==> src/rtl/cpu_pkg.sv <==
// Shared CPU definitions: opcode map, instruction-loader state encoding and framing defaults.
package cpu_pkg;

  localparam logic [3:0] OPC_LDA_IMM    = 4'b0000;
  localparam logic [3:0] OPC_LDA_MEM    = 4'b0001;
  localparam logic [3:0] OPC_STA_MEM    = 4'b0010;
  localparam logic [3:0] OPC_ADD_IMM    = 4'b0011;
  localparam logic [3:0] OPC_ADD_REG    = 4'b0100;
  localparam logic [3:0] OPC_SUB_IMM    = 4'b0101;
  localparam logic [3:0] OPC_SUB_REG    = 4'b0110;
  localparam logic [3:0] OPC_AND_REG    = 4'b0111;
  localparam logic [3:0] OPC_OR_REG     = 4'b1000;
  localparam logic [3:0] OPC_JMP        = 4'b1001;
  localparam logic [3:0] OPC_BAF_REGSUB = 4'b1010;
  localparam logic [3:0] OPC_MAX_LEGAL  = OPC_BAF_REGSUB;

  localparam logic [2:0] ST_IDLE  = 3'd0;
  localparam logic [2:0] ST_COUNT = 3'd1;
  localparam logic [2:0] ST_HI    = 3'd2;
  localparam logic [2:0] ST_LO    = 3'd3;
  localparam logic [2:0] ST_WRITE = 3'd4;
  localparam logic [2:0] ST_DONE  = 3'd5;
  localparam logic [2:0] ST_ERROR = 3'd6;

  localparam logic [7:0] START_BYTE_DEFAULT = 8'hA5;

  // Opcodes above the last decoded one would trap the CPU, so reject them at load time.
  function automatic logic opc_legal(input logic [3:0] opc);
    return opc <= OPC_MAX_LEGAL;
  endfunction

endpackage

==> src/rtl/loader_timeout_cnt.sv <==
// Inter-byte watchdog for the instruction loader; only built when INSTR_LOADER_TIMEOUT_EN is defined.
`ifdef INSTR_LOADER_TIMEOUT_EN
module loader_timeout_cnt #(
  parameter int unsigned LIMIT = 100000
) (
  input  logic clk,
  input  logic rst_n,
  input  logic clr,
  input  logic en,
  output logic expire_c
);

  localparam int unsigned CNT_W = (LIMIT > 2) ? $clog2(LIMIT) : 1;

  logic [CNT_W-1:0] cnt;

  assign expire_c = (cnt == CNT_W'(LIMIT - 1));

  // Saturates at the limit so a stuck frame keeps reporting expiry.
  always_ff @(posedge clk or negedge rst_n) begin
    if (!rst_n) begin
      cnt <= '0;
    end else if (clr) begin
      cnt <= '0;
    end else if (en && !expire_c) begin
      cnt <= cnt + CNT_W'(1);
    end
  end

endmodule
`endif

==> src/rtl/instr_loader.sv <==
// Loads framed UART bytes into instruction memory as 16-bit words and holds the CPU in reset until done.
// Optional inter-byte timeout: define INSTR_LOADER_TIMEOUT_EN.
module instr_loader
  import cpu_pkg::*;
#(
  parameter int unsigned ADDR_W      = 8,
  parameter logic [7:0]  START_BYTE  = START_BYTE_DEFAULT,
  parameter int unsigned TIMEOUT_CYC = 100000
) (
  input  logic              i_clk,
  input  logic              i_rst_n,
  input  logic [7:0]        i_rx_data,
  input  logic              i_rx_valid,
  output logic              o_mem_we,
  output logic [ADDR_W-1:0] o_mem_addr,
  output logic [15:0]       o_mem_wdata,
  output logic              o_cpu_rst_n,
  output logic              o_busy,
  output logic              o_done,
  output logic              o_err,
  output logic [7:0]        o_count
);

  localparam int unsigned MAX_WORDS = (ADDR_W >= 8) ? 32'd255 : (32'd1 << ADDR_W);

  logic [2:0]        state, state_nxt;
  logic [7:0]        hi, hi_nxt;
  logic [7:0]        n_words, n_nxt;
  logic [7:0]        count_nxt;
  logic [ADDR_W-1:0] addr, addr_nxt, mem_addr_nxt;
  logic [15:0]       wdata_nxt, word_c;
  logic              is_start_c, last_word_c, timeout_c;

  assign is_start_c  = i_rx_valid && (i_rx_data == START_BYTE);
  assign word_c      = {hi, i_rx_data};
  assign last_word_c = ((o_count + 8'd1) == n_words);

`ifdef INSTR_LOADER_TIMEOUT_EN
  logic to_clr, to_en, to_expire_c;

  assign to_clr = i_rx_valid || ((state_nxt == ST_COUNT) && (state != ST_COUNT));
  assign to_en  = (state == ST_COUNT) || (state == ST_HI) || (state == ST_LO);

  loader_timeout_cnt #(
    .LIMIT (TIMEOUT_CYC)
  ) u_timeout (
    .clk      (i_clk),
    .rst_n    (i_rst_n),
    .clr      (to_clr),
    .en       (to_en),
    .expire_c (to_expire_c)
  );

  assign timeout_c = to_expire_c;
`else
  logic unused_timeout;

  assign unused_timeout = ^32'(TIMEOUT_CYC);
  assign timeout_c      = 1'b0;
`endif

  // Next-state and datapath update.
  always_comb begin
    state_nxt = state;
    hi_nxt    = hi;
    n_nxt     = n_words;
    addr_nxt  = addr;
    count_nxt = o_count;
    wdata_nxt = o_mem_wdata;
    case (state)
      ST_IDLE: begin
        if (is_start_c) state_nxt = ST_COUNT;
      end
      ST_COUNT: begin
        if (i_rx_valid) begin
          if ((i_rx_data == 8'd0) || (32'(i_rx_data) > MAX_WORDS)) begin
            state_nxt = ST_ERROR;
          end else begin
            n_nxt     = i_rx_data;
            addr_nxt  = '0;
            count_nxt = '0;
            state_nxt = ST_HI;
          end
        end else if (timeout_c) begin
          state_nxt = ST_ERROR;
        end
      end
      ST_HI: begin
        if (i_rx_valid) begin
          hi_nxt    = i_rx_data;
          state_nxt = ST_LO;
        end else if (timeout_c) begin
          state_nxt = ST_ERROR;
        end
      end
      ST_LO: begin
        if (i_rx_valid) begin
          if (!opc_legal(word_c[15:12])) begin
            state_nxt = ST_ERROR;
          end else begin
            wdata_nxt = word_c;
            state_nxt = ST_WRITE;
          end
        end else if (timeout_c) begin
          state_nxt = ST_ERROR;
        end
      end
      ST_WRITE: begin
        addr_nxt  = addr + ADDR_W'(1);
        count_nxt = o_count + 8'd1;
        // A byte landing here is the next high byte unless the frame is already complete.
        if (last_word_c) begin
          state_nxt = ST_DONE;
        end else if (i_rx_valid) begin
          hi_nxt    = i_rx_data;
          state_nxt = ST_LO;
        end else begin
          state_nxt = ST_HI;
        end
      end
      ST_DONE, ST_ERROR: begin
        if (is_start_c) state_nxt = ST_COUNT;
      end
      default: state_nxt = ST_IDLE;
    endcase
  end

  assign mem_addr_nxt = (state_nxt == ST_WRITE) ? addr : o_mem_addr;

  always_ff @(posedge i_clk or negedge i_rst_n) begin
    if (!i_rst_n) begin
      state       <= ST_IDLE;
      hi          <= '0;
      n_words     <= '0;
      addr        <= '0;
      o_count     <= '0;
      o_mem_we    <= 1'b0;
      o_mem_addr  <= '0;
      o_mem_wdata <= '0;
      o_cpu_rst_n <= 1'b0;
      o_busy      <= 1'b0;
      o_done      <= 1'b0;
      o_err       <= 1'b0;
    end else begin
      state       <= state_nxt;
      hi          <= hi_nxt;
      n_words     <= n_nxt;
      addr        <= addr_nxt;
      o_count     <= count_nxt;
      o_mem_we    <= (state_nxt == ST_WRITE);
      o_mem_addr  <= mem_addr_nxt;
      o_mem_wdata <= wdata_nxt;
      o_cpu_rst_n <= (state_nxt == ST_DONE);
      o_busy      <= (state_nxt == ST_COUNT) || (state_nxt == ST_HI) ||
                     (state_nxt == ST_LO) || (state_nxt == ST_WRITE);
      o_done      <= (state_nxt == ST_DONE);
      o_err       <= (state_nxt == ST_ERROR);
    end
  end

endmodule
==> config.mk <==
export PLATFORM = sky130hd
export DESIGN_NAME = instr_loader
export DESIGN_NICKNAME = d
export VERILOG_FILES = /design/src/rtl/cpu_pkg.sv /design/src/rtl/loader_timeout_cnt.sv /design/src/rtl/instr_loader.sv
export SDC_FILE = /design/constraint.sdc
export NUM_CORES = 1
export LEC_CHECK = 0
export CAP_MARGIN = 40
export CORE_ASPECT_RATIO = 1.1
export CORE_UTILIZATION = 54
export DETAILED_ROUTE_END_ITERATION = 10
export MAX_ROUTING_LAYER = met4
export PLACE_DENSITY = 0.88
export SLEW_MARGIN = 20
export SYNTH_ARGS = -nofsm -noshare
export SYNTH_HDL_FRONTEND = slang
export SYNTH_SLANG_ARGS = --single-unit
==> constraint.sdc <==
create_clock -name i_clk -period 2.8 [get_ports i_clk]
set_input_delay 0.42 -clock i_clk [delete_from_list [all_inputs] [get_ports i_clk]]
set_output_delay 0.42 -clock i_clk [all_outputs]
set_load 0.005 [all_outputs]
==> impl_results.md <==
- GRT Total Usage: 28.9%
- Power per cell area: 1050 mW/mm²
- Hpwl dp: 5.12 mm
- Yosys warns: 0
- Final ANT Viol Nets: 0
- Commonest non-fill, non-tap cell in the layout: dfrtp_1
- Setup TNS: 0 ns
- DR pass1 iterations: 6
- Clk Latency, worst-skew pair: 0.35 ns
- Multi-input logic area: 0.00145 mm²
- Worst Path Arrival: 2.77 ns
- Rel. slew slack: 63.8%
- Worst hold path stage count: 1
- Nets@finish: 359
- Mapped Area: 0.00312 mm²
- Sequential cell area: 0.00158 mm²
- IO buf count: 47
- Ant diodes: 0
- Most frequent cells in the layout: dfrtp_1 (63), clkdlybuf4s50_1 (46), nand2_1 (35), o21ai_0 (22), buf_4 (20)
- WS Path Type: reg -> reg
- Area Growth Syn to Fin: 28.8%
- Maximum VDD drop: 678 µV
- Max Slew Vio Count: 0
- Filler cells: 401
- FFs w/ async S/R, synth: 100%
- Critical path data required time: 3.01 ns
- CTS H-tree lvls: 3
- Avg WL per Cell: 17.6 µm
- Starting density of the core: 57.1%
- Final wirelength: 7.50 mm
- Largest net degree at the start of global routing: 32
- CP max stage delay: 0.49 ns
- Fmax: 390 MHz
- Clock skew: 0.00517 ns
- Vias post-DR: 2630
- Crit-path cells: ha_1 > and3_1 > xor3_1 > a21oi_1 > and4_1 > o21ai_0
- CP bufs+invs: 0
- Syn Inst Count: 283
- Crit start category: flop
- DP Cell Count: 409
- Min Tclk post-route: 2.56 ns
- CTS Buf Count: 9
- Die H: 81.7 µm
- Fraction of the cycle the final worst path needs: 91.6%
- Slowest stage cell, crit path: and4_1
- # resized after CTS: 0
- First-pass GRT wire length: 12.6 mm
- Layout cells sized above 1: 17.1%
- Worst-path fanout max: 11
- Clock-pin transition on the worst setup and hold timing paths: 0.07 ns
- Synth cell types: 50
- Critical path depth in cells: 6
- I/O Pins: 48
- RSZ-0062 raised after global routing: no
- Finish-stage setup viols: 0
- Worst-case clock buffer depth: 2
- CTS tree: yes
- Number of synthesized flops with an enable pin: 0
- Status: finished, final reports clean
- Layout Cells excl Fill: 426
- Static Leak: 1.66 nW
- Hold Fails Final Rpt: 0
- Initial antenna violation count: 0
- Die ar.: 0.00609 mm²
- Core Area: 0.00547 mm²
- Grt ovf: 0
- Post-synthesis sequential area ratio: 50.5%
- Vias in the first global route: 2622
- Maxcap violations: 0
- Die X-Extent: 74.5 µm
- Slew @ Worst Pin: 0.542 ns
- Starting DRT DRC Count: 309
- Critical path's top delay family: simple AND/OR/NAND/NOR gates
- Syn_area_per_cell: 11.0 µm²
- FF-to-FF setup slack: 0.24 ns
- Mapped Nets: 296
- CTS Sinks: 63
- GPL Wtd Cong: 0.932
- DRC: 0
- Synth Flop Type: dfrtp_1
- Clk root buf: clkbuf_8
- Worst reg2reg path depth: 6
- Worst Hold Class: reg -> reg
- Row cnt: 28
- Yosys reg bits: 63
- Mean number of vias per cell: 6.17
- Final Power: 4.24 mW
- Nature of the critical path endpoint: flop
-- path summary, 6_finish.rpt --
kind | endpoint | start
worst min register to register | o_mem_addr[6]$_DFFE_PN0P_ | o_mem_addr[6]$_DFFE_PN0P_
worst max register to register | hi[5]$_DFFE_PN0P_ | o_count[0]$_DFFE_PN0P_
max in group asynchronous | n_words[5]$_DFFE_PN0P_ | i_rst_n
min in group asynchronous | o_count[3]$_DFFE_PN0P_ | i_rst_n
worst min-delay path | o_mem_addr[6]$_DFFE_PN0P_ | o_mem_addr[6]$_DFFE_PN0P_
worst max-delay path | hi[5]$_DFFE_PN0P_ | o_count[0]$_DFFE_PN0P_
-- flip-flops by register name, summed over array words and instances (netlist names) --
name and flops:
o_mem_addr 8, o_count 8, o_done 1, o_mem_we 1, hi 8, state 3, n_words 8, addr 8
o_busy 1, o_mem_wdata 16, o_err 1
-- worst reg2reg max path, cell delays in order, from the launching register on --
cell and delay, ns:
dfrtp_1 0.48, ha_1 0.37, and3_1 0.26, xor3_1 0.41, a21oi_1 0.24, and4_1 0.49
o21ai_0 0.19
-- routing by layer --
metal / vias up / global-route usage, % / wire length [µm]
li1: 1174 / - / -
met1: 1290 / 35.5 / 3070
met2: 139 / 45.9 / 3730
met3: 27 / 6.13 / 484
met4: 0 / 13.0 / 214
met5: - / - / 0
-- where the power goes --
| part | leakage (nW) | internal (mW) | switching [mW] |
|---|---|---|---|
| Combinational | 0.737 | 0.911 | 0.721 |
| Clock | 0.122 | 0.612 | 0.364 |
| Sequential | 0.802 | 1.28 | 0.346 |
-- metrics by stage --
stage          cell area, µm²  util (%)  hold WS (ns)  setup slack [ns]
2_1_floorplan            3120         -         0.124             0.477
3_3_place_gp             3740      68.5         0.466            0.0813
3_5_place_dp             3760      68.9         0.342           0.00660
4_1_cts                  4020      73.5         0.491             0.313
5_1_grt                  4020      73.5         0.507             0.119
6_report                 4020      73.5         0.484             0.236
-- cell families (layout without fill, tap and decap cells) --
logic type	after synthesis	in the layout	share of synthesized area, %
AO/OA/AOI/OAI	68	68	14.6
adder cells (fa/ha/maj)	2	2	0.802
flip-flops	63	63	50.5
buffers and inverters	19	87	3.01
XOR/XNOR	16	16	4.97
multiplexers	31	31	11.2
AND/OR/NAND/NOR	84	84	15.0
-- area by class of cell --
class | instances | area share (%)
Sequential cell | 63 | 39.2
Clock inverter | 6 | 2.68
Timing Repair Buffer | 69 | 16.1
Inverter | 2 | 0.187
Tap cell | 75 | 2.33
Clock buffer | 10 | 3.42
Multi-Input combinational cell | 201 | 36.1
-- repair_timing --
action,CTS,global route
setup endpoints to repair,0,0
hold endpoints to repair,12,0
hold buffers,1,0
buffers inserted,0,0
-- cells in the mapped netlist, drive strengths merged (3+ instances only) --
cell	count	area share [%]
clkbuf	6	0.72
nand2	35	4.2
dfrtp	63	51
nor2	10	1.2
and3	4	0.80
nand3b	3	0.72
or3	4	0.80
buf	11	2.0
nand4	5	1.0
nor3	4	1.0
nand3	5	1.1
a32oi	8	2.2
a31oi	5	1.0
xnor2	9	2.5
mux2	31	11
a21oi	5	0.80
nor4	3	1.3
and4	3	0.84
nor2b	3	0.60
a211oi	10	2.7
xor2	6	1.7
o21ai	26	4.2
No activity file was read; power rests on OpenSTA's default activity.
